[src/rtl/wb_port_arbiter_if.sv]
// Write-port bus between the pipeline/multi-cycle producers and the register-file arbiter.
interface wb_port_arbiter_if #(
    parameter int DEPTH = 2
);
    localparam int CW = $clog2(DEPTH) + 1;

    logic          Pipe_RegWrite;
    logic [4:0]    Pipe_WriteReg;
    logic [31:0]   Pipe_WriteData;
    logic          Mc_Valid;
    logic [4:0]    Mc_WriteReg;
    logic [31:0]   Mc_WriteData;
    logic          Mc_Ready;
    logic          RF_RegWrite;
    logic [4:0]    RF_WriteReg;
    logic [31:0]   RF_WriteData;
    logic          Pipe_Stall;
    logic [CW-1:0] Pending_Count;

    modport master (
        output Pipe_RegWrite, Pipe_WriteReg, Pipe_WriteData,
        output Mc_Valid, Mc_WriteReg, Mc_WriteData,
        input  Mc_Ready, RF_RegWrite, RF_WriteReg, RF_WriteData,
        input  Pipe_Stall, Pending_Count
    );

    modport slave (
        input  Pipe_RegWrite, Pipe_WriteReg, Pipe_WriteData,
        input  Mc_Valid, Mc_WriteReg, Mc_WriteData,
        output Mc_Ready, RF_RegWrite, RF_WriteReg, RF_WriteData,
        output Pipe_Stall, Pending_Count
    );
endinterface

[src/rtl/wb_port_arbiter.sv]
// Register-file write-port arbiter; WB_STARVE_GUARD_EN selects the wait-counter starvation guard.
// Purpose: pipeline writeback wins the port, queued multi-cycle results fill idle cycles.
// Latency: pipeline 0 cycles; multi-cycle accept -> RF write at least 1 cycle.
// Backpressure: Mc_Ready drops when the queue is full; Pipe_Stall freezes the pipeline one cycle.
module wb_port_arbiter #(
    parameter int DEPTH    = 2,
    parameter int MAX_WAIT = 4
) (
    input logic              Clk,
    input logic              Rst_n,
    wb_port_arbiter_if.slave wb
);
    localparam int AW = $clog2(DEPTH);
    localparam int CW = AW + 1;

    if (DEPTH < 2 || (DEPTH & (DEPTH - 1)) != 0 || MAX_WAIT < 1) begin : g_bad_param
        $error("wb_port_arbiter: DEPTH must be a power of 2 >= 2 and MAX_WAIT >= 1");
    end

    typedef struct packed {
        logic [4:0]  wreg;
        logic [31:0] wdata;
    } wb_entry_t;

    wb_entry_t         mem [DEPTH];
    wb_entry_t         head;
    logic [AW-1:0]     rd_ptr;
    logic [AW-1:0]     wr_ptr;
    logic [CW-1:0]     count;
    logic              full;
    logic              empty;
    logic              mc_ready;
    logic              enq_store;
    logic              pipe_owns;
    logic              pop;
    logic              stall_q;
    logic              stall_d;

    assign full      = (count == CW'(DEPTH));
    assign empty     = (count == '0);
    assign mc_ready  = Rst_n && !full;
    // Writes to r0 are handshaken away without occupying a slot.
    assign enq_store = wb.Mc_Valid && mc_ready && (wb.Mc_WriteReg != 5'd0);
    assign pipe_owns = !stall_q && wb.Pipe_RegWrite;
    assign pop       = !pipe_owns && !empty;
    assign head      = mem[rd_ptr];

    assign wb.Mc_Ready      = mc_ready;
    assign wb.Pipe_Stall    = stall_q;
    assign wb.Pending_Count = count;

    always_comb begin
        wb.RF_RegWrite  = 1'b0;
        wb.RF_WriteReg  = wb.Pipe_WriteReg;
        wb.RF_WriteData = wb.Pipe_WriteData;
        if (pipe_owns) begin
            wb.RF_RegWrite = Rst_n && (wb.Pipe_WriteReg != 5'd0);
        end else if (pop) begin
            wb.RF_RegWrite  = Rst_n;
            wb.RF_WriteReg  = head.wreg;
            wb.RF_WriteData = head.wdata;
        end
    end

    always_ff @(posedge Clk) begin
        if (enq_store) begin
            mem[wr_ptr] <= '{wreg: wb.Mc_WriteReg, wdata: wb.Mc_WriteData};
        end
    end

    always_ff @(posedge Clk or negedge Rst_n) begin
        if (!Rst_n) begin
            rd_ptr <= '0;
            wr_ptr <= '0;
            count  <= '0;
        end else begin
            if (enq_store) wr_ptr <= wr_ptr + 1'b1;
            if (pop)       rd_ptr <= rd_ptr + 1'b1;
            case ({enq_store, pop})
                2'b10:   count <= count + 1'b1;
                2'b01:   count <= count - 1'b1;
                default: count <= count;
            endcase
        end
    end

`ifdef WB_STARVE_GUARD_EN
    localparam int WW = $clog2(MAX_WAIT + 1);

    logic [WW-1:0] wait_cnt;
    logic          at_limit;

    assign at_limit = (wait_cnt == WW'(MAX_WAIT - 1));
    assign stall_d  = !empty && !pop && at_limit;

    always_ff @(posedge Clk or negedge Rst_n) begin
        if (!Rst_n) begin
            wait_cnt <= '0;
        end else if (pop || empty || at_limit) begin
            wait_cnt <= '0;
        end else begin
            wait_cnt <= wait_cnt + 1'b1;
        end
    end
`else
    // A producer blocked by a full queue whose head lost the port forces a drain slot.
    assign stall_d = full && wb.Mc_Valid && !pop;
`endif

    // A stall cycle always pops (queue is non-empty), so stall_d cannot repeat back to back.
    always_ff @(posedge Clk or negedge Rst_n) begin
        if (!Rst_n) begin
            stall_q <= 1'b0;
        end else begin
            stall_q <= stall_d;
        end
    end
endmodule

[src/flat_wrapper.sv]
// flat-port wrapper written by rule: the top's interface ports become plain ports
module wb_port_arbiter_flat 
#(
    parameter int DEPTH    = 2,
    parameter int MAX_WAIT = 4
)
  (Clk, Rst_n, wb_Pipe_RegWrite, wb_Pipe_WriteReg, wb_Pipe_WriteData, wb_Mc_Valid, wb_Mc_WriteReg, wb_Mc_WriteData, wb_Mc_Ready, wb_RF_RegWrite, wb_RF_WriteReg, wb_RF_WriteData, wb_Pipe_Stall, wb_Pending_Count);
  wb_port_arbiter_if #(.DEPTH(DEPTH)) wb_i ();
  input logic Clk;
  input logic Rst_n;
  input wire logic [$bits(wb_i.Pipe_RegWrite)-1:0] wb_Pipe_RegWrite;
  input wire logic [$bits(wb_i.Pipe_WriteReg)-1:0] wb_Pipe_WriteReg;
  input wire logic [$bits(wb_i.Pipe_WriteData)-1:0] wb_Pipe_WriteData;
  input wire logic [$bits(wb_i.Mc_Valid)-1:0] wb_Mc_Valid;
  input wire logic [$bits(wb_i.Mc_WriteReg)-1:0] wb_Mc_WriteReg;
  input wire logic [$bits(wb_i.Mc_WriteData)-1:0] wb_Mc_WriteData;
  output wire logic [$bits(wb_i.Mc_Ready)-1:0] wb_Mc_Ready;
  output wire logic [$bits(wb_i.RF_RegWrite)-1:0] wb_RF_RegWrite;
  output wire logic [$bits(wb_i.RF_WriteReg)-1:0] wb_RF_WriteReg;
  output wire logic [$bits(wb_i.RF_WriteData)-1:0] wb_RF_WriteData;
  output wire logic [$bits(wb_i.Pipe_Stall)-1:0] wb_Pipe_Stall;
  output wire logic [$bits(wb_i.Pending_Count)-1:0] wb_Pending_Count;
  assign wb_i.Pipe_RegWrite = wb_Pipe_RegWrite;
  assign wb_i.Pipe_WriteReg = wb_Pipe_WriteReg;
  assign wb_i.Pipe_WriteData = wb_Pipe_WriteData;
  assign wb_i.Mc_Valid = wb_Mc_Valid;
  assign wb_i.Mc_WriteReg = wb_Mc_WriteReg;
  assign wb_i.Mc_WriteData = wb_Mc_WriteData;
  assign wb_Mc_Ready = wb_i.Mc_Ready;
  assign wb_RF_RegWrite = wb_i.RF_RegWrite;
  assign wb_RF_WriteReg = wb_i.RF_WriteReg;
  assign wb_RF_WriteData = wb_i.RF_WriteData;
  assign wb_Pipe_Stall = wb_i.Pipe_Stall;
  assign wb_Pending_Count = wb_i.Pending_Count;
  wb_port_arbiter #(.DEPTH(DEPTH), .MAX_WAIT(MAX_WAIT)) u_core (.Clk(Clk), .Rst_n(Rst_n), .wb(wb_i));
endmodule
[config.mk]
export PLATFORM = sky130hd
export DESIGN_NAME = wb_port_arbiter_flat
export DESIGN_NICKNAME = d
export VERILOG_FILES = /design/src/rtl/wb_port_arbiter_if.sv /design/src/rtl/wb_port_arbiter.sv /design/src/flat_wrapper.sv
export SDC_FILE = /design/constraint.sdc
export NUM_CORES = 1
export LEC_CHECK = 0
export BUFFER_PORTS_ARGS = -buffer_cell sky130_fd_sc_hd__clkbuf_2
export CORE_UTILIZATION = 50
export CTS_BUF_LIST = sky130_fd_sc_hd__clkbuf_16
export CTS_CLUSTER_SIZE = 20
export DETAILED_ROUTE_END_ITERATION = 10
export MAX_ROUTING_LAYER = met4
export PLACE_DENSITY = 0.86
export SLEW_MARGIN = 20
export SYNTH_ARGS = -nofsm -noshare
export SYNTH_HDL_FRONTEND = slang
export SYNTH_SLANG_ARGS = --single-unit
[constraint.sdc]
create_clock -name Clk -period 6.9 [get_ports Clk]
set_clock_uncertainty 0.05 [all_clocks]
set_input_delay 0.345 -clock Clk [delete_from_list [all_inputs] [get_ports Clk]]
set_output_delay 0.345 -clock Clk [all_outputs]
set_load 0.05 [all_outputs]
==> results.cfg, run 1 <==
[worst_setup_path]
critPathSlowestCell = dfrtp_2
r2r_setup_slack_ns = 4.76
cp_common_cell = mux2_2
worst_ep_arrival_time_ns = 2.34
slowest_delay_ns = 1.05
crit_fanout = 38
worst_setup_path_start_kind = flip-flop
worstPathRequired_ns = 6.50
critPathKind = reg2out
path_cells = mux2_2 -> mux2_2 -> clkbuf_2
cp-end-kind = output port

[placed_design]
numPlacedInstances = 396
io_buffers = 119
hpwl_um = 3880
place.gp.congestion = 0.703

[synth]
synth-adder-area-share_pct = 0.353
yosysSeqAreaShare_pct = 66.2
synth_top_area_share_pct = 62.7
synthCells = 188
yosys.area_share.simple_pct = 2.79
synth_seq_cells = 79
synthXorXnorAreaFrac_pct = 0.989
synth_top_family_by_area = multiplexers
synth_cell_type_count = 26
synth_nets = 267
syn_area_per_cell_um2 = 18.8
ys_warn_count = 0
synth_area_mm2 = 0.00354
synth_area_leaders = edfxtp_1 63%, mux2_2 15%, mux2_4 12%
yosys.area.top_type = edfxtp_1
synth_mux_area_share_pct = 26.5
synth-compound-area-share_pct = 0.742

[cells_and_area]
finish.utilization_pct = 66.5
final_cell_mix = 119 x clkbuf_2, 74 x edfxtp_1, 46 x mux2_2
final-instance-count-excl-fill = 414
antennaDiodeCount = 0
drive_above_1_share_pct = 67.0
fill_cells = 504
final_common_cell = clkbuf_2
multi_input_area_mm2 = 0.00113
final_nets = 393
seq_area_mm2 = 0.00235
synthToLayoutAreaGrowth_pct = 28.3

[detailed_routing]
drt_pass1_iterations = 4
finalWirelength_um = 6040
drtIter0Drc = 44
drtAntennaViolNets = 0
wl_per_cell_um = 14.6
vias = 2023
viasPerCell = 4.89
drc = 0

[power_and_ir_drop]
total_leakage_power_nw = 1.88
powerDensity_mw_per_mm2 = 419
ir_drop_v = 0.000273

[floorplanning]
die_y_um = 86.2
num_rows = 30
io_pins = 120
fp.dieArea_mm2 = 0.00743
coreArea_mm2 = 0.00683
die_w_um = 86.2
start_util_pct = 51.9

[global_route]
grt_max_degree = 40
grt_pass1_wl_um = 8930
grt_pass1_vias = 1892
use_met1_pct = 20.2
antenna_found_initial = 0
track_usage_pct = 17.0
met2_usage_pct = 28.1
grt_use_met3_pct = 3.43
gr-total-overflow = 0
gr-max-usage-layer = met2

[run_status]
outcome = completed

[timing]
setup_viol = 0
slew_headroom_pct = 28.9
final.period_utilization_pct = 39.6
drv_slew = 0
max_freq_mhz = 366
rsz0062_at_grt = no
hold_violations = 0
timing.setup.tns_ns = 0
finalCriticalPeriod_ns = 2.73
tightest_slew_ns = 1.07

[cts]
clkLatencyLatePin_ns = 0.32
tritoncts = built
cts_sinks = 79
clkTransAtPathRegs_ns = 0.06
htree_levels = 3
clockBufferDepth = 2
cts_buffers = 9
cts-root-buf = clkbuf_16
cts_setup_buffers = 0

[job]
drv_cap = 0

[min_path]
hold_class = in2reg
## metal layers
metal | vias to the layer above | share of wire (%)
met2 | 78 | 53
li1 | 987 | -
met3 | 4 | 4.9
met4 | 0 | 0.71
met5 | - | 0
met1 | 954 | 41
## final timing paths
| path | startpoint | end | cells after the start |
|---|---|---|---|
| setup / recovery | u_core.rd_ptr$_DFFE_PN0N_ | wb_RF_WriteReg[4] | 3 |
| hold / removal | wb_Mc_WriteData[15] | u_core.mem[0][15]$_DFFE_PP_ | 1 |
| setup reg to reg | u_core.wb.Pending_Count[1]$_DFFE_PN0P_ | u_core.mem[0][5]$_DFFE_PP_ | 4 |
| hold reg to reg | u_core.wb.Pending_Count[1]$_DFFE_PN0P_ | u_core.wb.Pending_Count[1]$_DFFE_PN0P_ | 1 |
| max in group asynchronous | Rst_n | u_core.rd_ptr$_DFFE_PN0N_ | 2 |
| min in group asynchronous | Rst_n | u_core.wb.Pipe_Stall$_DFF_PN0_ | 2 |
## critical path: cells and delay by family, from the launching register on
| kind | cells | cell delay (ns) |
|---|---|---|
| DFF | 1 | 1.05 |
| buffers and inverters | 1 | 0.23 |
| muxes | 2 | 0.70 |
## registers in the layout, summed over array words and instances (netlist names)
| name | flops |
|---|---|
| u_core.mem | 74 |
| u_core.wb.Pending_Count | 2 |
| u_core.rd_ptr | 1 |
| u_core.wb.Pipe_Stall | 1 |
| u_core.wr_ptr | 1 |
## cell usage after synthesis
cell type  number
a31oi_1         1
and2_1          1
and3_1          1
buf_12          1
buf_2           1
buf_4           2
buf_6           4
dfrtp_1         5
edfxtp_1       74
ha_1            1
mux2_2         46
mux2_4         28
nand2_1         1
nand3_1         1
nor2_1          5
nor2_2          1
nor2b_1         2
nor2b_2         1
nor3_1          2
nor4b_1         1
o211ai_1        1
o21ai_0         1
o31ai_1         1
or3_1           2
xnor2_1         2
xor2_1          2
## cells by family (layout without fill, tap and decap cells)
kind of cell    Yosys count  in the layout
simple gates             18             18
compound gates            4              4
mux                      74             74
xor+xnor                  4              4
buf+inv                   8            138
fa+ha+maj                 1              1
flops                    79             79
## timing repair
action | 4_1_cts | 5_1_grt
resized for setup | 0 | 0
hold buffers | 1 | 0
endpoints found under the hold margin | 5 | 0
setup endpoints to repair | 0 | 0
## cell type report
type / count / area share, %
tap: 96 / 2.64
timing repair buffer: 123 / 14.7
multi-input combinational: 101 / 24.9
sequential: 79 / 51.7
clock buffer: 9 / 4.95
clock inverter: 6 / 1.18
## where the power goes
part / switching [mW] / total, mW / leakage, nW / internal [mW]
sequential: 0.0791 / 0.676 / 0.735 / 0.597
combinational: 0.473 / 0.793 / 1.00 / 0.320
clock: 0.163 / 0.437 / 0.138 / 0.273
## per-stage QoR
stage               hold slack (ns)  setup slack, ns  instance area (µm²)  total power, mW
detailed placement            0.138             4.28                 4200             1.46
global placement              0.138             4.36                 4200             1.45
CTS                           0.150             3.97                 4490             1.90
global route                  0.153             4.08                 4550             1.98
floorplan                 -0.000591             1.47                 3540             1.34
finish                        0.163             4.17                 4550             1.91
Note: power is estimated with default switching activity, not from simulation.
==> run 2, diff against run 1 <==
- CORE_UTILIZATION: 50 -> 45
- PLACE_DENSITY: 0.86 -> 0.83
- clock period: 6.9 -> 2.49 ns (I/O delays scaled with it)
==> run 2 against run 1 <==
Effect of this change:
- cell area rose by 9.5%
- sequential power increased to 2.7 times the previous value
- first-iteration DRC count stayed put
- global-route usage grew 0.10 points
- setup slack lost 4.0 ns
- non-clock buffer count increased by 41
- critical endpoint is now wb_RF_WriteData[14]
==> results.cfg, run 2 (synthesized netlist as in run 1, its figures left out) <==
[cells_and_area]
final_cell_mix = 119 x clkbuf_2, 74 x edfxtp_1, 46 x mux2_2
final_common_cell = clkbuf_2
drive_above_1_share_pct = 61.7
final_nets = 434
synthToLayoutAreaGrowth_pct = 40.5
finish.utilization_pct = 66.8
antennaDiodeCount = 0
largest_reg_flops = 74
largest_register = u_core.mem

[power_and_ir_drop]
total_leakage_power_nw = 2.06
ir_drop_v = 0.000793
powerDensity_mw_per_mm2 = 1100

[floorplanning]
io_pins = 120
num_rows = 31
die_y_um = 90.7
die_w_um = 90.7
coreArea_mm2 = 0.00745
fp.dieArea_mm2 = 0.00823
start_util_pct = 47.6

[worst_setup_path]
critPathKind = reg2out
worst_setup_path_start_kind = flip-flop
worst_ep_arrival_time_ns = 2.19
worstPathRequired_ns = 2.32
cp-end-kind = output port
crit_fanout = 24

[timing]
finalCriticalPeriod_ns = 2.36
max_freq_mhz = 423
timing.setup.tns_ns = 0
rsz0062_at_grt = no
setup_viol = 0
final.period_utilization_pct = 95.0
drv_slew = 0
hold_violations = 0
tightest_slew_ns = 0.653
slew_headroom_pct = 56.5

[placed_design]
io_buffers = 119
place.gp.congestion = 0.707
hpwl_um = 4400

[job]
drv_cap = 0

[detailed_routing]
finalWirelength_um = 6550
drc = 0
vias = 2201
drtIter0Drc = 44
drtAntennaViolNets = 0
viasPerCell = 4.82
drt_pass1_iterations = 3
wl_per_cell_um = 14.3

[cts]
htree_levels = 3
clockBufferDepth = 2
tritoncts = built
cts_buffers = 9
clkTransAtPathRegs_ns = 0.06
clkLatencyLatePin_ns = 0.32
cts_sinks = 79
cts-root-buf = clkbuf_16
cts_setup_buffers = 0

[min_path]
hold_class = in2async

[run_status]
outcome = completed

[global_route]
grt_pass1_wl_um = 10500
track_usage_pct = 17.2
grt_pass1_vias = 2250
grt_max_degree = 29
antenna_found_initial = 0
gr-total-overflow = 0
-- run 2: cell count changes in the layout (fill, tap and decap cells not counted), sizes merged --
cell         before  now
buf               3    6
bufinv            1    2
dlygate4sd3       1   39
inv               1    0
clkinvlp          1    0
-- run 2: layout make-up --
| class | count | area (µm²) |
|---|---|---|
| Tap cell | 99 | 124 |
| Timing Repair Buffer | 164 | 1060 |
| Fill cell | 526 | 2470 |
| Sequential cell | 79 | 2350 |
| Clock inverter | 5 | 75.1 |
| Clock buffer | 9 | 225 |
| Multi-Input combinational cell | 101 | 1150 |
-- run 2: report_power, final --
group          switching (mW)  leakage (nW)  internal, mW
logic                    1.39          1.18         0.939
registers               0.161         0.733          1.66
clock network           0.454         0.151         0.860
total                    2.01          2.06          3.46
-- run 2: worst max-delay path: stages (launching register included) --
cell	delay [ns]
dfrtp_2	0.79
buf_12	0.25
mux2_4	0.31
mux2_2	0.27
clkbuf_2	0.24
-- run 2: what timing repair did --
item                      in CTS  in global routing
hold buffers                  39                  0
resized for setup              0                  0
hold endpoints to repair      80                  0
-- run 2: worst paths after layout --
path / from / end / slack [ns] / cells past startpoint
worst max-delay path: u_core.rd_ptr$_DFFE_PN0N_ / wb_RF_WriteData[14] / 0.13 / 4
max in group asynchronous: Rst_n / u_core.rd_ptr$_DFFE_PN0N_ / 2.09 / 2
min in group Clk: wb_Pipe_RegWrite / u_core.wb.Pipe_Stall$_DFF_PN0_ / 0.21 / 3
worst min-delay path: Rst_n / u_core.wb.Pipe_Stall$_DFF_PN0_ / 0.12 / 2
worst min register to register: u_core.wb.Pending_Count[1]$_DFFE_PN0P_ / u_core.wb.Pending_Count[1]$_DFFE_PN0P_ / 0.48 / 1
worst max register to register: u_core.wb.Pending_Count[0]$_DFFE_PN0P_ / u_core.wb.Pending_Count[1]$_DFFE_PN0P_ / 0.61 / 6
-- run 2: routing by layer --
metal / vias to the layer above / routed length, µm / part of all wire, % / GRT usage, %
met5: - / 0 / 0 / -
li1: 1064 / - / - / -
met1: 1054 / 2700 / 41 / 19.2
met3: 7 / 263 / 4.0 / 4.12
met4: 0 / 63 / 0.96 / 5.24
met2: 76 / 3510 / 54 / 30.2
-- run 2: stage by stage --
| stage | cells | instance area (µm²) | setup slack (ns) | total power, mW | hold slack (ns) |
|---|---|---|---|---|---|
| after floorplan | 188 | 3580 | 0.0372 | 3.75 | -0.221 |
| after global placement | 404 | 4290 | 0.478 | 4.11 | -0.0839 |
| after detailed placement | 404 | 4290 | 0.458 | 4.15 | -0.0800 |
| after CTS | 457 | 4980 | 0.116 | 5.51 | 0.118 |
| after global routing | 457 | 4980 | 0.0525 | 5.69 | 0.137 |
| final | 457 | 4980 | 0.126 | 5.47 | 0.119 |
